`src/rtl/mem_arbiter_n_pkg.sv`:
```
// Shared types and helpers for the N-master memory bus arbiter.
// Holds the FSM encoding, arbitration mode codes and a one-hot decoder.
package mem_arb_pkg;

    typedef enum logic {
        IDLE = 1'b0,
        BUSY = 1'b1
    } state_t;

    localparam int ARB_FIXED   = 0;
    localparam int ARB_RR      = 1;
    localparam int MAX_MASTERS = 32;

    // Assumes a true one-hot (or zero) input.
    function automatic int unsigned oh_to_idx(
        input logic [MAX_MASTERS-1:0] oh
    );
        int unsigned idx;
        idx = 0;
        for (int i = 0; i < MAX_MASTERS; i++) begin
            if (oh[i]) begin
                idx = idx | unsigned'(i);
            end
        end
        return idx;
    endfunction

endpackage

```
`src/rtl/mem_arbiter_n_if.sv`:
```
// Bundle of the master request side and the shared slave bus.
// master: the arbiter that owns the slave port; slave: everything around it.
interface mem_arbiter_n_if #(
    parameter int N_MASTERS = 2,
    parameter int ADDR_W    = 64,
    parameter int DATA_W    = 64
);

    logic [N_MASTERS-1:0]        m_req;
    logic [N_MASTERS-1:0]        m_write;
    logic [N_MASTERS*ADDR_W-1:0] m_addr;
    logic [N_MASTERS*DATA_W-1:0] m_wdata;
    logic [N_MASTERS-1:0]        m_stall;
    logic [N_MASTERS-1:0]        m_done;
    logic [DATA_W-1:0]           m_rdata;

    logic              s_valid;
    logic              s_write;
    logic [ADDR_W-1:0] s_addr;
    logic [DATA_W-1:0] s_wdata;
    logic              s_ready;
    logic [DATA_W-1:0] s_rdata;

    modport master (
        input  m_req,
        input  m_write,
        input  m_addr,
        input  m_wdata,
        output m_stall,
        output m_done,
        output m_rdata,
        output s_valid,
        output s_write,
        output s_addr,
        output s_wdata,
        input  s_ready,
        input  s_rdata
    );

    modport slave (
        output m_req,
        output m_write,
        output m_addr,
        output m_wdata,
        input  m_stall,
        input  m_done,
        input  m_rdata,
        input  s_valid,
        input  s_write,
        input  s_addr,
        input  s_wdata,
        output s_ready,
        output s_rdata
    );

endinterface

```
`src/rtl/mem_arbiter_n_arb_pick.sv`:
```
// Rotating-priority picker: first eligible index at or after start_ptr.
// A start_ptr of zero gives plain fixed priority.
module arb_pick
    import mem_arb_pkg::*;
#(
    parameter int N  = 2,
    parameter int IW = (N > 1) ? $clog2(N) : 1
) (
    input  logic [N-1:0]  eligible,
    input  logic [IW-1:0] start_ptr,
    output logic          grant_valid,
    output logic [IW-1:0] grant_idx
);

    logic [MAX_MASTERS-1:0] oh;
    int                     j;

    // Walk from the far end so the closest candidate overwrites last.
    always_comb begin
        oh = '0;
        j  = 0;
        for (int k = N - 1; k >= 0; k--) begin
            j = int'(start_ptr) + k;
            if (j >= N) begin
                j = j - N;
            end
            if (eligible[j]) begin
                oh    = '0;
                oh[j] = 1'b1;
            end
        end
    end

    assign grant_valid = |eligible;
    assign grant_idx   = IW'(oh_to_idx(oh));

endmodule

```
`src/rtl/mem_arbiter_n.sv`:
```
// N-master arbiter serialising requests onto one ready-handshake slave.
// Define ARB_STARVE_GUARD_EN to force grants after STARVE_LIMIT waits.
module mem_arbiter_n
    import mem_arb_pkg::*;
#(
    parameter int N_MASTERS    = 2,
    parameter int ADDR_W       = 64,
    parameter int DATA_W       = 64,
    parameter int ARB_MODE     = 0,
    parameter int STARVE_LIMIT = 8
) (
    input logic            CLK,
    input logic            RESET,
    mem_arbiter_n_if.master bus
);

    localparam int IW = (N_MASTERS > 1) ? $clog2(N_MASTERS) : 1;

    state_t               state, state_n;
    logic [IW-1:0]        owner, owner_n;
    logic [IW-1:0]        rr_ptr, rr_ptr_n;
    logic                 s_valid_q, s_valid_n;
    logic                 s_write_q, s_write_n;
    logic [ADDR_W-1:0]    s_addr_q, s_addr_n;
    logic [DATA_W-1:0]    s_wdata_q, s_wdata_n;
    logic [N_MASTERS-1:0] m_done_q, m_done_n;
    logic [DATA_W-1:0]    m_rdata_q, m_rdata_n;

    logic                 finish;
    logic                 load;
    logic [N_MASTERS-1:0] mask;
    logic [N_MASTERS-1:0] eligible;
    logic                 pick_valid;
    logic [IW-1:0]        pick_idx;
    logic [IW-1:0]        start_ptr;
    logic [IW-1:0]        win_idx;

    assign finish = (state == BUSY) && bus.s_ready;

    // The finishing master still holds m_req this cycle; keep it out.
    always_comb begin
        mask = '0;
        if (finish) begin
            mask[owner] = 1'b1;
        end
    end

    assign eligible  = bus.m_req & ~mask;
    assign start_ptr = (ARB_MODE == ARB_RR) ? rr_ptr : '0;

    arb_pick #(
        .N  (N_MASTERS),
        .IW (IW)
    ) u_pick (
        .eligible    (eligible),
        .start_ptr   (start_ptr),
        .grant_valid (pick_valid),
        .grant_idx   (pick_idx)
    );

    assign load = pick_valid && ((state == IDLE) || finish);

`ifdef ARB_STARVE_GUARD_EN
    localparam int CW = $clog2(STARVE_LIMIT + 1);

    logic [CW-1:0]          wait_cnt [N_MASTERS];
    logic [N_MASTERS-1:0]   starving;
    logic [N_MASTERS-1:0]   granted;
    logic [MAX_MASTERS-1:0] starve_oh;

    always_comb begin
        starving  = '0;
        starve_oh = '0;
        for (int i = N_MASTERS - 1; i >= 0; i--) begin
            starving[i] = eligible[i] &&
                (wait_cnt[i] == CW'(STARVE_LIMIT));
            if (starving[i]) begin
                starve_oh    = '0;
                starve_oh[i] = 1'b1;
            end
        end
    end

    assign win_idx = (|starving) ?
        IW'(oh_to_idx(starve_oh)) : pick_idx;

    always_comb begin
        granted = '0;
        if (load) begin
            granted[win_idx] = 1'b1;
        end
    end

    always_ff @(posedge CLK or negedge RESET) begin
        if (!RESET) begin
            for (int i = 0; i < N_MASTERS; i++) begin
                wait_cnt[i] <= '0;
            end
        end else begin
            for (int i = 0; i < N_MASTERS; i++) begin
                if (!bus.m_req[i] || granted[i]) begin
                    wait_cnt[i] <= '0;
                end else if (wait_cnt[i] != CW'(STARVE_LIMIT)) begin
                    wait_cnt[i] <= wait_cnt[i] + 1'b1;
                end
            end
        end
    end
`else
    assign win_idx = pick_idx;
`endif

    always_comb begin
        state_n   = state;
        owner_n   = owner;
        rr_ptr_n  = rr_ptr;
        s_valid_n = s_valid_q;
        s_write_n = s_write_q;
        s_addr_n  = s_addr_q;
        s_wdata_n = s_wdata_q;
        m_done_n  = '0;
        m_rdata_n = m_rdata_q;
        unique case (state)
            IDLE: begin
            end
            BUSY: begin
                if (finish) begin
                    m_done_n[owner] = 1'b1;
                    m_rdata_n       = bus.s_rdata;
                    if (!load) begin
                        s_valid_n = 1'b0;
                        state_n   = IDLE;
                    end
                end
            end
        endcase
        if (load) begin
            state_n   = BUSY;
            owner_n   = win_idx;
            rr_ptr_n  = (win_idx == IW'(N_MASTERS - 1)) ?
                '0 : win_idx + 1'b1;
            s_valid_n = 1'b1;
            s_write_n = bus.m_write[win_idx];
            s_addr_n  = bus.m_addr[int'(win_idx)*ADDR_W +: ADDR_W];
            s_wdata_n = bus.m_wdata[int'(win_idx)*DATA_W +: DATA_W];
        end
    end

    always_ff @(posedge CLK or negedge RESET) begin
        if (!RESET) begin
            state     <= IDLE;
            owner     <= '0;
            rr_ptr    <= '0;
            s_valid_q <= 1'b0;
            s_write_q <= 1'b0;
            s_addr_q  <= '0;
            s_wdata_q <= '0;
            m_done_q  <= '0;
            m_rdata_q <= '0;
        end else begin
            state     <= state_n;
            owner     <= owner_n;
            rr_ptr    <= rr_ptr_n;
            s_valid_q <= s_valid_n;
            s_write_q <= s_write_n;
            s_addr_q  <= s_addr_n;
            s_wdata_q <= s_wdata_n;
            m_done_q  <= m_done_n;
            m_rdata_q <= m_rdata_n;
        end
    end

    assign bus.s_valid = s_valid_q;
    assign bus.s_write = s_write_q;
    assign bus.s_addr  = s_addr_q;
    assign bus.s_wdata = s_wdata_q;
    assign bus.m_done  = m_done_q;
    assign bus.m_rdata = m_rdata_q;
    assign bus.m_stall = bus.m_req & ~m_done_q;

endmodule

```
`src/flat_wrapper.sv`:
```
// flat-port wrapper written by rule: the top's interface ports become plain ports
module mem_arbiter_n_flat import mem_arb_pkg::*;
#(
    parameter int N_MASTERS    = 2,
    parameter int ADDR_W       = 64,
    parameter int DATA_W       = 64,
    parameter int ARB_MODE     = 0,
    parameter int STARVE_LIMIT = 8
)
  (CLK, RESET, bus_m_req, bus_m_write, bus_m_addr, bus_m_wdata, bus_m_stall, bus_m_done, bus_m_rdata, bus_s_valid, bus_s_write, bus_s_addr, bus_s_wdata, bus_s_ready, bus_s_rdata);
  mem_arbiter_n_if #(.N_MASTERS(N_MASTERS), .ADDR_W(ADDR_W), .DATA_W(DATA_W)) bus_i ();
  input logic CLK;
  input logic RESET;
  input wire logic [$bits(bus_i.m_req)-1:0] bus_m_req;
  input wire logic [$bits(bus_i.m_write)-1:0] bus_m_write;
  input wire logic [$bits(bus_i.m_addr)-1:0] bus_m_addr;
  input wire logic [$bits(bus_i.m_wdata)-1:0] bus_m_wdata;
  output wire logic [$bits(bus_i.m_stall)-1:0] bus_m_stall;
  output wire logic [$bits(bus_i.m_done)-1:0] bus_m_done;
  output wire logic [$bits(bus_i.m_rdata)-1:0] bus_m_rdata;
  output wire logic [$bits(bus_i.s_valid)-1:0] bus_s_valid;
  output wire logic [$bits(bus_i.s_write)-1:0] bus_s_write;
  output wire logic [$bits(bus_i.s_addr)-1:0] bus_s_addr;
  output wire logic [$bits(bus_i.s_wdata)-1:0] bus_s_wdata;
  input wire logic [$bits(bus_i.s_ready)-1:0] bus_s_ready;
  input wire logic [$bits(bus_i.s_rdata)-1:0] bus_s_rdata;
  assign bus_i.m_req = bus_m_req;
  assign bus_i.m_write = bus_m_write;
  assign bus_i.m_addr = bus_m_addr;
  assign bus_i.m_wdata = bus_m_wdata;
  assign bus_m_stall = bus_i.m_stall;
  assign bus_m_done = bus_i.m_done;
  assign bus_m_rdata = bus_i.m_rdata;
  assign bus_s_valid = bus_i.s_valid;
  assign bus_s_write = bus_i.s_write;
  assign bus_s_addr = bus_i.s_addr;
  assign bus_s_wdata = bus_i.s_wdata;
  assign bus_i.s_ready = bus_s_ready;
  assign bus_i.s_rdata = bus_s_rdata;
  mem_arbiter_n #(.N_MASTERS(N_MASTERS), .ADDR_W(ADDR_W), .DATA_W(DATA_W), .ARB_MODE(ARB_MODE), .STARVE_LIMIT(STARVE_LIMIT)) u_core (.CLK(CLK), .RESET(RESET), .bus(bus_i));
endmodule
```
`config.mk`:
```
export PLATFORM = sky130hd
export DESIGN_NAME = mem_arbiter_n_flat
export DESIGN_NICKNAME = d
export VERILOG_FILES = /design/src/rtl/mem_arbiter_n_pkg.sv /design/src/rtl/mem_arbiter_n_if.sv /design/src/rtl/mem_arbiter_n_arb_pick.sv /design/src/rtl/mem_arbiter_n.sv /design/src/flat_wrapper.sv
export SDC_FILE = /design/constraint.sdc
export NUM_CORES = 1
export LEC_CHECK = 0
export ABC_AREA = 1
export BUFFER_PORTS_ARGS = -buffer_cell sky130_fd_sc_hd__clkbuf_2
export CORE_AREA = 5 5 200 202
export CTS_CLUSTER_SIZE = 30
export DETAILED_ROUTE_END_ITERATION = 6
export DIE_AREA = 0 0 205 207
export HOLD_SLACK_MARGIN = 0.02
export PLACE_DENSITY_LB_ADDON = 0.25
export SLEW_MARGIN = 10
export SYNTH_ARGS = -nofsm -noshare
export SYNTH_HDL_FRONTEND = slang
export SYNTH_SLANG_ARGS = --single-unit
```
`constraint.sdc`:
```
create_clock -name CLK -period 1.77 [get_ports CLK]
set_input_delay 0.354 -clock CLK [delete_from_list [all_inputs] [get_ports CLK]]
set_output_delay 0.354 -clock CLK [all_outputs]
set_load 0.02 [all_outputs]
```
# Word level (Yosys, flattened, before mapping)
# Cells that the tools add are included.
[word_totals] ff_bits=198
[op_classes] mux=55 n_reduce_logical=9 order_cmp=3 bitwise_logic=5 eq_ne=1 shift=2
[ops] operator="$shiftx 128x8->64" count=2
[ops] operator="$mux 64" count=2
[ops] operator="$mux 5" count=14
[ops] operator="$mux 4" count=8
[ops] operator="$mux 1" count=19
[ops] operator="$mux 2" count=7
[ops] operator="$mux 3" count=4
[ops] operator="$and 2x2->2" count=2
[ops] operator="$lt 1x2->1 const B" count=2
[ops] operator="$not 2->2" count=2
[ops] operator="$reduce_and 2->1" count=2
[ops] operator="$reduce_bool 2->1" count=2
[ops] operator="$logic_and 1x1->1" count=3
[ops] operator="$ne 2x2->1 const B" count=1
[ops] operator="$reduce_or 2->1" count=1
[ops] operator="$demux 1 s1" count=1
[ops] operator="$ge 1x1->1 const B" count=1
[ops] operator="$logic_or 1x1->1" count=1
[ops] operator="$not 1->1" count=1

# Depth between registers and ports, before layout
# Gate-level depths: netlist (run 1).
[logic_depth] word_depth=41 depth_mapped=9 depth_no_buf=7

# By module
# A second synthesis (run 1) with hierarchy kept.
[unflattened] hier_cells=1263 hier_area_um2=9071.2
[by_module_without_submodules] module="mem_arbiter_n" n_inst=1 seq_area_each_um2=4954.8 area_each_um2=9052.4 cells_each=1259
[by_module_without_submodules] module="arb_pick" n_inst=1 seq_area_each_um2=0.0 area_each_um2=18.8 cells_each=4

# Worst setup path after synthesis (run 1)
# Ideal clock, no wire load.
[synth_timing] path_kind="register to register" start="reg u_core.state" end="reg u_core.s_wdata_q[53], in the netlist u_core.bus.s_wdata[53]" path_stages_with_launch=9 t_arrival_ns=1.216 setup_ns=0.117 slack_ns=0.437 cell_sequence="dfrtp_1 > nand3_1 > nand2_1 > inv_2 > buf_2 > buf_2 > nand3_1 > nand3_1 > nand2_1"
[synth_between] elab_chain_len=37 word_cells_on_any_way=41 cone_classes="shift (1); mux (33); bitwise (3); reduce/logical (4)"
[synth_rtl] element="from (decl)" line_no="mem_arbiter_n.sv:19" source="state_t state, state_n;"
[synth_rtl] element="from (signal assigned)" line_no="mem_arbiter_n.sv:161" source="state <= state_n;"
[synth_rtl] element="$logic_and 1x1->1" line_no="mem_arbiter_n.sv:38" source="assign finish = (state == BUSY) && bus.s_ready;"
[synth_rtl] element="$mux 2" line_no="mem_arbiter_n.sv:43" source="if (finish) begin"
[synth_rtl] element="$not 2->2" line_no="mem_arbiter_n.sv:48" source="assign eligible = bus.m_req & ~mask;"
[synth_rtl] element="$and 2x2->2" line_no="mem_arbiter_n.sv:48"
[synth_rtl] element="$mux 2 (2 in a row)" line_no="mem_arbiter_n_arb_pick.sv:27" source="if (eligible[j]) begin"
[synth_rtl] element="$mux 1" line_no="mem_arbiter_n_pkg.sv:21" source="if (oh[i]) begin"
[synth_rtl] element="$mux 2 (2 in a row)" line_no="mem_arbiter_n_pkg.sv:21"
[synth_rtl] element="$mux 3 (4 in a row)" line_no="mem_arbiter_n_pkg.sv:21"
[synth_rtl] element="$mux 4 (8 in a row)" line_no="mem_arbiter_n_pkg.sv:21"
[synth_rtl] element="$mux 5 (14 in a row)" line_no="mem_arbiter_n_pkg.sv:21"
[synth_rtl] element="$mux 1" line_no="mem_arbiter_n_pkg.sv:21"
[synth_rtl] element="$shiftx 128x8->64" line_no="mem_arbiter_n.sv:145" source="s_wdata_n = bus.m_wdata[int'(win_idx)*DATA_W +: DATA_W];"
[synth_rtl] element="to (signal assigned)" line_no="mem_arbiter_n.sv:167" source="s_wdata_q <= s_wdata_n;"
[synth_rtl] element="to (decl)" line_no="mem_arbiter_n.sv:25" source="logic [DATA_W-1:0] s_wdata_q, s_wdata_n;"
# Parallel ways exist; a longest one is shown, timed or not.
# A chain may end at the register's enable or synchronous reset.

# Worst setup path in the final report (run 1)
[layout_timing] start="reg u_core.owner" end="reg u_core.s_wdata_q[37], in the netlist u_core.bus.s_wdata[37]"
[layout_between] elab_chain_len=40 word_cells_on_any_way=43 cone_classes="order compare (2); shift (1); mux (35); bitwise (2); reduce/logical (3)"
[layout_rtl] element="from (decl)" line_no="mem_arbiter_n.sv:20" source="logic [IW-1:0] owner, owner_n;"
[layout_rtl] element="from (signal assigned)" line_no="mem_arbiter_n.sv:162" source="owner <= owner_n;"
[layout_rtl] element="$lt 1x2->1 (implied by the code) or $ge 1x1->1 (tied branches)" line_no="mem_arbiter_n.sv:44" source="mask[owner] = 1'b1;"
[layout_rtl] element="$logic_and 1x1->1 (implied by the code)" line_no="mem_arbiter_n.sv:44"
[layout_rtl] element="$mux 1 (implied by the code)" line_no="mem_arbiter_n.sv:44"
[layout_rtl] element="$demux 1 s1 *" line_no="mem_arbiter_n.sv:44"
[layout_rtl] element="$mux 2 *" line_no="mem_arbiter_n.sv:43"
[layout_rtl] element="$not 2->2 *" line_no="mem_arbiter_n.sv:48"
[layout_rtl] element="$and 2x2->2 *" line_no="mem_arbiter_n.sv:48"
[layout_rtl] element="$mux 2 (2 in a row)" line_no="mem_arbiter_n_arb_pick.sv:27"
[layout_rtl] element="$mux 1" line_no="mem_arbiter_n_pkg.sv:21"
[layout_rtl] element="$mux 2 (2 in a row)" line_no="mem_arbiter_n_pkg.sv:21"
[layout_rtl] element="$mux 3 (4 in a row)" line_no="mem_arbiter_n_pkg.sv:21"
[layout_rtl] element="$mux 4 (8 in a row)" line_no="mem_arbiter_n_pkg.sv:21"
[layout_rtl] element="$mux 5 (14 in a row)" line_no="mem_arbiter_n_pkg.sv:21"
[layout_rtl] element="$mux 1" line_no="mem_arbiter_n_pkg.sv:21"
[layout_rtl] element="$shiftx 128x8->64" line_no="mem_arbiter_n.sv:145"
# Every way passes the cells marked *; elsewhere a longest branch is shown, timed or not.

==> impl_metrics.ini, run 1 <==
[synth]
synth-warning-count = 0
synth_top_cells_by_area = dfrtp_1 50%, nand2_1 22%, nand3_1 13%
synthesis.nets = 1729
syn_inst = 1402
synth.yosys.seq_area_share = 0.4994
synth_area_per_cell_um2 = 7.077
netlist.top_cell.by_area = dfrtp_1
netlist.area_leader.share = 0.4994
synth.ff_latch_count = 198
yosys.cell_types.count = 13
synth_area_um2 = 9922

[die]
chipWidth_um = 205
placement_rows = 72
pin_count = 525
start_util = 0.2604
core-area_um2 = 38110
die_h_um = 207
dieArea_um2 = 42440

[cts]
root_buffer = clkbuf_16
cts_max_level = 4
worst_skew_pair.late_latency_ps = 470
cts_made_buffers = 17
tritoncts = done
cts-resized-gates = 0
number_of_sinks_on_the_clock_net = 198
clockBufferDepth = 2
clk_pin_slew_ps = 70

[routing]
drt_pass1_iterations = 5
number_of_vias_per_cell = 4.248
ant_nets = 0
wl_um = 37810
drt_drc_violations_left = 0
detailedRoute.firstIterationViolations = 554
wl_per_cell_um = 15.41
via_count = 10430

[pwr]
share_seq_of_total_power = 0.389
clock_power_share = 0.256
power.ir.vdd_worst_mv = 0.5190
power.density_cell_area_nw_per_um2 = 1112
power_report.internal_total_uw = 9608
power_uw = 15780
swShare = 0.3910
share_comb_of_total_power = 0.355
power.leakage_uw = 0.008969
net-switching-power_uw = 6170

[global_routing]
initial_antenna_violation_count = 2
groute.usage.overall = 0.1754
first_global_vias = 10810
wire_length_of_the_first_global_routing_pass_um = 59260
maximum_number_of_pins_on_one_net_before_global_route_repair = 57
overflow = 0

[flow_run]
maxCapViolations = 0

[layout]
register_area_um2 = 4955
nets = 2249
syn2layout_area_growth_pct = 42.98
multiInputGateArea_um2 = 3571
utilization = 0.3723
fill_cells = 4131
share_of_post_route_cells_with_drive_strength_above_1 = 0.3214

[placed_design]
gpl.final_weighted_congestion = 0.8841
io_buffer_count = 524
post_detailed_placement_half_perimeter_wirelength_um = 29440

[timing]
fin_tns_setup_ps = 0
timing.final.max_slew_violations = 0
hold_ws_ps = 81.87
worst_clock_skew_ps = 9.302
finalCritPeriodShare = 0.9238
timing.fmax_ghz = 0.6116
rsz0062_at_grt = false
worst_slew_pin_slew_ps = 406.6
setup_viol_count_final = 0
timing.final.crit_period_ps = 1635
worst_slew_margin_rel = 0.7289
timing_hold_violations_final = 0

[setup_path]
worst_ep_arrival_time_ps = 1990
setup.worst_path.start_class = register
crit-reg2reg-capture = u_core.bus.s_wdata[37]$_DFFE_PN0P_
critical_path_peak_fanout = 33
r2r-start = u_core.owner$_DFFE_PN0P_
reg2regPathDepth = 8
worstPathRequired_ps = 2130
crit_type = register to register
reg2reg_slack_ps = 130
worstSetupEndpointType = register

[worst_hold_path]
hold_path_end = u_core.bus.m_rdata[42]$_DFFE_PN0P_
whs_path_depth = 3
timing.hold.worst.start = bus_s_rdata[42]
hold_path.class = input pin to register

[status]
status = finished clean
[state kept, by name, summed over array words and instances (netlist names)]
| name | cells |
|---|---|
| u_core.bus.s_valid | 1 |
| u_core.bus.s_addr | 64 |
| u_core.bus.m_done | 2 |
| u_core.bus.s_wdata | 64 |
| u_core.bus.s_write | 1 |
| u_core.owner | 1 |
| u_core.state | 1 |
| u_core.bus.m_rdata | 64 |
[synth_stat cells]
master / count
a21oi_2: 1
buf_1: 2
buf_2: 49
buf_4: 13
clkbuf_1: 19
dfrtp_1: 198
inv_1: 264
inv_2: 3
nand2_1: 586
nand2_2: 2
nand3_1: 261
nor2_1: 3
o21ai_1: 1
[worst max-delay path: stages, from the launching register on]
cell	delay (ps)
dfrtp_1	410
inv_1	70
nand3_1	130
nand2_4	150
buf_12	270
buf_4	200
nand3_1	110
nand3_1	110
nand2_1	50
[power by group through the flow]
| stage | Sequential (uW) | Clock (uW) | Combinational, uW |
|---|---|---|---|
| global placement | 6200 | 0 | 5650 |
| CTS | 6140 | 4190 | 5690 |
| floorplan | 7390 | 0 | 1820 |
| finish | 6140 | 4040 | 5600 |
| detailed placement | 6200 | 0 | 5700 |
| global route | 6260 | 4350 | 6150 |
[metrics by stage]
step / std cells / setup slack [ps] / instance area (um2)
after floorplan: 1402 / 436.8 / 9922
after global placement: 2418 / 117.0 / 13550
after detailed placement: 2418 / 81.81 / 13550
after CTS: 2451 / 116.7 / 14150
after global routing: 2454 / 7.713 / 14190
final: 2454 / 134.8 / 14190
[what timing repair did]
action / 4_1_cts / 5_1_grt
hold buffers: 1 / 0
buffers inserted: 0 / 1
endpoints found under the hold margin: 36 / 0
endpoints found under the setup margin: 0 / 1
[cells in the final DEF, fill, tap and decap left out]
master         count
clkinvlp_4         3
clkbuf_16         18
nand3_1          261
diode_2            1
buf_4             33
a21oi_4            1
clkbuf_8           2
bufinv_16          2
inv_4              1
nand2_2            1
dfrtp_1          198
inv_6              2
inv_2              2
dlygate4sd3_1      1
clkbuf_2         523
nand2_1          584
o21ai_1            1
buf_12            25
inv_1            264
clkinv_2           2
clkinv_4           3
clkbuf_1           1
inv_8              1
nand2_4            3
nor2_1             3
[area by class of cell]
class | instances | share of cell area
Sequential cell | 198 | 0.3493
Multi-Input combinational cell | 854 | 0.2517
Timing Repair Buffer | 584 | 0.2407
Inverter | 267 | 0.07082
Tap cell | 518 | 0.04569
Clock buffer | 19 | 0.03122
Clock inverter | 13 | 0.01041
Antenna cell | 1 | 0.0001764
[per-layer routing]
metal	track usage	routed length [um]
met1	0.2152	15510
met2	0.2926	18230
met3	0.05052	3061
met4	0.06491	989
met5	0	13
[kinds of logic after synthesis]
kind of cell | after synthesis | synth area share
flops | 198 | 0.4994
buf+inv | 350 | 0.1435
simple gates | 852 | 0.3557
compound gates | 2 | 0.001387
[worst max-delay path by stage]
stage / start / end / slack, ps / cells past startpoint
floorplan: u_core.state$_DFF_PN0_ / u_core.bus.s_wdata[53]$_DFFE_PN0P_ / 440 / 8
global placement: bus_s_ready / u_core.bus.s_wdata[31]$_DFFE_PN0P_ / 120 / 9
detailed placement: bus_s_ready / u_core.bus.s_write$_DFFE_PN0P_ / 80 / 8
CTS: u_core.owner$_DFFE_PN0P_ / u_core.bus.s_addr[22]$_DFFE_PN0P_ / 120 / 8
global route: u_core.owner$_DFFE_PN0P_ / u_core.bus.s_addr[8]$_DFFE_PN0P_ / 8 / 8
finish: u_core.owner$_DFFE_PN0P_ / u_core.bus.s_wdata[37]$_DFFE_PN0P_ / 130 / 8
Note: power is estimated with default switching activity, not from simulation.
==> inputs of run 2 (changes only) <==
--- a/config.mk
+++ b/config.mk
@@ -7,13 +7,14 @@
 export LEC_CHECK = 0
 export ABC_AREA = 1
 export BUFFER_PORTS_ARGS = -buffer_cell sky130_fd_sc_hd__clkbuf_2
-export CORE_AREA = 5 5 200 202
+export CORE_AREA = 5 5 203 205
 export CTS_CLUSTER_SIZE = 30
 export DETAILED_ROUTE_END_ITERATION = 6
-export DIE_AREA = 0 0 205 207
+export DIE_AREA = 0 0 208 210
 export HOLD_SLACK_MARGIN = 0.02
 export PLACE_DENSITY_LB_ADDON = 0.25
 export SLEW_MARGIN = 10
 export SYNTH_ARGS = -nofsm -noshare
 export SYNTH_HDL_FRONTEND = slang
+export SYNTH_HIERARCHICAL = 1
 export SYNTH_SLANG_ARGS = --single-unit
==> constraint.sdc (replaced) <==
create_clock -name CLK -period 1.77 [get_ports CLK]
set_input_delay 0.354 -clock CLK [delete_from_list [all_inputs] [get_ports CLK]]
set_output_delay 0.354 -clock CLK [all_outputs]
set_load 0.05 [all_outputs]
==> impl_metrics.ini, run 2 <==
[global_routing]
overflow = 0
first_global_vias = 9602
maximum_number_of_pins_on_one_net_before_global_route_repair = 83
groute.usage.overall = 0.1531
initial_antenna_violation_count = 0
wire_length_of_the_first_global_routing_pass_um = 53480

[synth]
synth.yosys.seq_area_share = 0.5462
yosys_most_used_dff = dfrtp_1
synth_area_per_cell_um2 = 7.182
synth.ff_latch_count = 198
netlist.top_cell.by_area = dfrtp_1
synth-warning-count = 6
ys_top_cells_by_count = 974 x nand2_1, 198 x dfrtp_1, 44 x buf_2
synth_area_um2 = 9071
synthMostInstantiatedCell = nand2_1
synth_top_cells_by_area = dfrtp_1 55%, nand2_1 40%, buf_2 2.4%
syn_inst = 1263
netlist.area_leader.share = 0.5462
yosys.cell_types.count = 14
synth_enable_flop_cells = 0
synthArstFlopShare = 1.000
synthesis.nets = 1590

[cts]
tritoncts = done
worst_skew_pair.late_latency_ps = 450
number_of_sinks_on_the_clock_net = 198
clockBufferDepth = 2
clk_pin_slew_ps = 70
cts_max_level = 4
root_buffer = clkbuf_16
cts_made_buffers = 17

[setup_path]
worst_ep_arrival_time_ps = 2070
worstPathRequired_ps = 2160
worstSetupEndpointType = register
worst_path_dominant_cell_family = simple AND/OR/NAND/NOR gates
critical_path_buf_inv_count = 3
critical_path_peak_fanout = 11
crit_type = register to register
crit_path_cell_trace = nand2_2, nor2_1, nor2_2, a21oi_4, buf_12, buf_4, buf_4, nand2_1, nand2_1, nand2_2, nand2_1
cpPeakStageDelay_ps = 380
cpMaxStageDelayCell = dfrtp_1
cp_common_cell = nand2_1
setup.worst_path.start_class = register

[timing]
setup_viol_count_final = 0
worst_clock_skew_ps = 6.907
timing.fmax_ghz = 0.5945
finalCritPeriodShare = 0.9503
timing.final.crit_period_ps = 1682
hold_ws_ps = 93.96
timing.final.max_slew_violations = 0
timing_hold_violations_final = 0
fin_tns_setup_ps = 0
rsz0062_at_grt = true

[pwr]
share_comb_of_total_power = 0.443
power_uw = 17950
share_seq_of_total_power = 0.341
power_report.internal_total_uw = 9492
net-switching-power_uw = 8458
swShare = 0.4712
power.density_cell_area_nw_per_um2 = 1349
power.leakage_uw = 0.008178
power.ir.vdd_worst_mv = 0.6579
clock_power_share = 0.216

[die]
dieArea_um2 = 43680
start_util = 0.2310
placement_rows = 73
pin_count = 525
chipWidth_um = 208
core-area_um2 = 39280
die_h_um = 210

[layout]
layout.cells.most_common = nand2_1
nets = 2108
syn2layout_area_growth_pct = 46.63
diodes = 0
most-common-layout-cells = 971 x nand2_1, 523 x clkbuf_2, 198 x dfrtp_1
share_of_post_route_cells_with_drive_strength_above_1 = 0.3384
utilization = 0.3387

[worst_hold_path]
hold_path.class = input pin to register

[routing]
drt_pass1_iterations = 5
via_count = 9595
ant_nets = 0
drt_drc_violations_left = 0
wl_um = 37450
wl_per_cell_um = 16.15
detailedRoute.firstIterationViolations = 568
number_of_vias_per_cell = 4.138

[flow_run]
maxCapViolations = 0

[placed_design]
post_detailed_placement_half_perimeter_wirelength_um = 26560
gpl.final_weighted_congestion = 0.9312
io_buffer_count = 524

[status]
status = finished clean
-- run 2: cell count changes in the layout (fill, tap and decap cells not counted), moves of 2 or more --
| cell | delta |
|---|---|
| clkbuf_16 | +6 |
| nand2_4 | -3 |
| buf_16 | +6 |
| clkinvlp_4 | -2 |
| clkbuf_1 | +2 |
| buf_6 | +4 |
| clkbuf_8 | +2 |
| nand3_1 | -260 |
| inv_1 | -258 |
| buf_12 | -18 |
| nand2_1 | +387 |
| buf_4 | -14 |
-- run 2: final timing paths --
path	cells after the start	endpoint	startpoint	slack (ps)
worst max register to register	11	u_core/bus.s_wdata[53]$_DFFE_PN0P_	u_core/state$_DFF_PN0_	90
worst max-delay path	11	u_core/bus.s_wdata[53]$_DFFE_PN0P_	u_core/state$_DFF_PN0_	90
worst min register to register	2	u_core/bus.s_addr[6]$_DFFE_PN0P_	u_core/bus.s_addr[6]$_DFFE_PN0P_	480
worst min-delay path	3	u_core/bus.m_rdata[26]$_DFFE_PN0P_	bus_s_rdata[26]	90
max in group asynchronous	3	u_core/bus.s_wdata[35]$_DFFE_PN0P_	RESET	770
min in group asynchronous	2	u_core/bus.s_addr[19]$_DFFE_PN0P_	RESET	380
-- run 2: per-layer routing --
layer	up-vias	wire length (um)	track usage
met1	4427	16340	0.1921
li1	4785	-	-
met2	333	18130	0.2607
met3	50	2070	0.03364
met5	-	0	0
met4	0	915	0.05663
-- run 2: power by group through the flow --
stage | sequential (uW) | clock (uW) | combinational [uW]
final | 6120 | 3880 | 7950
after global routing | 6250 | 4200 | 8470
after CTS | 6120 | 4050 | 7760
after detailed placement | 6180 | 0 | 7740
after global placement | 6190 | 0 | 7700
after floorplan | 9700 | 0 | 1750
-- run 2: worst min-delay path, stage by stage --
cell and delay [ps]:
clkbuf_2 70, nand2_1 40, nand2_1 40
-- run 2: repair_timing --
item | in CTS | in global routing
setup endpoints to repair | 9 | 109
gates resized for setup | 1 | 16
gates cloned | 0 | 9
hold buffers | 1 | 0
hold endpoints to repair | 28 | 0
buffers inserted | 0 | 3
-- run 2: cell type report --
cell class                 count  area (um2)
inverter                      10       45.04
timing repair buffer         569        3324
tap                          525       656.9
sequential                   198        4955
clock inverter                 9       91.34
clock buffer                  23       478.0
fill                        4356       25970
multi-input combinational    985        3751
-- run 2: cell families (layout without fill, tap and decap cells) --
group	Yosys count	after routing	share of synthesized area
compound gates	3	3	0.002068
buf+inv	80	611	0.04497
flops	198	198	0.5462
other cells	1	1	0.0004134
simple gates	981	981	0.4063
-- run 2: stage by stage --
step	std cells	area (um2)	worst slack [ps]
after CTS	2307	13010	39.63
after global placement	2274	12420	-8.764
after detailed placement	2274	12420	-58.39
after global routing	2319	13300	-21.43
final	2319	13300	87.98
after floorplan	1263	9071	10.27
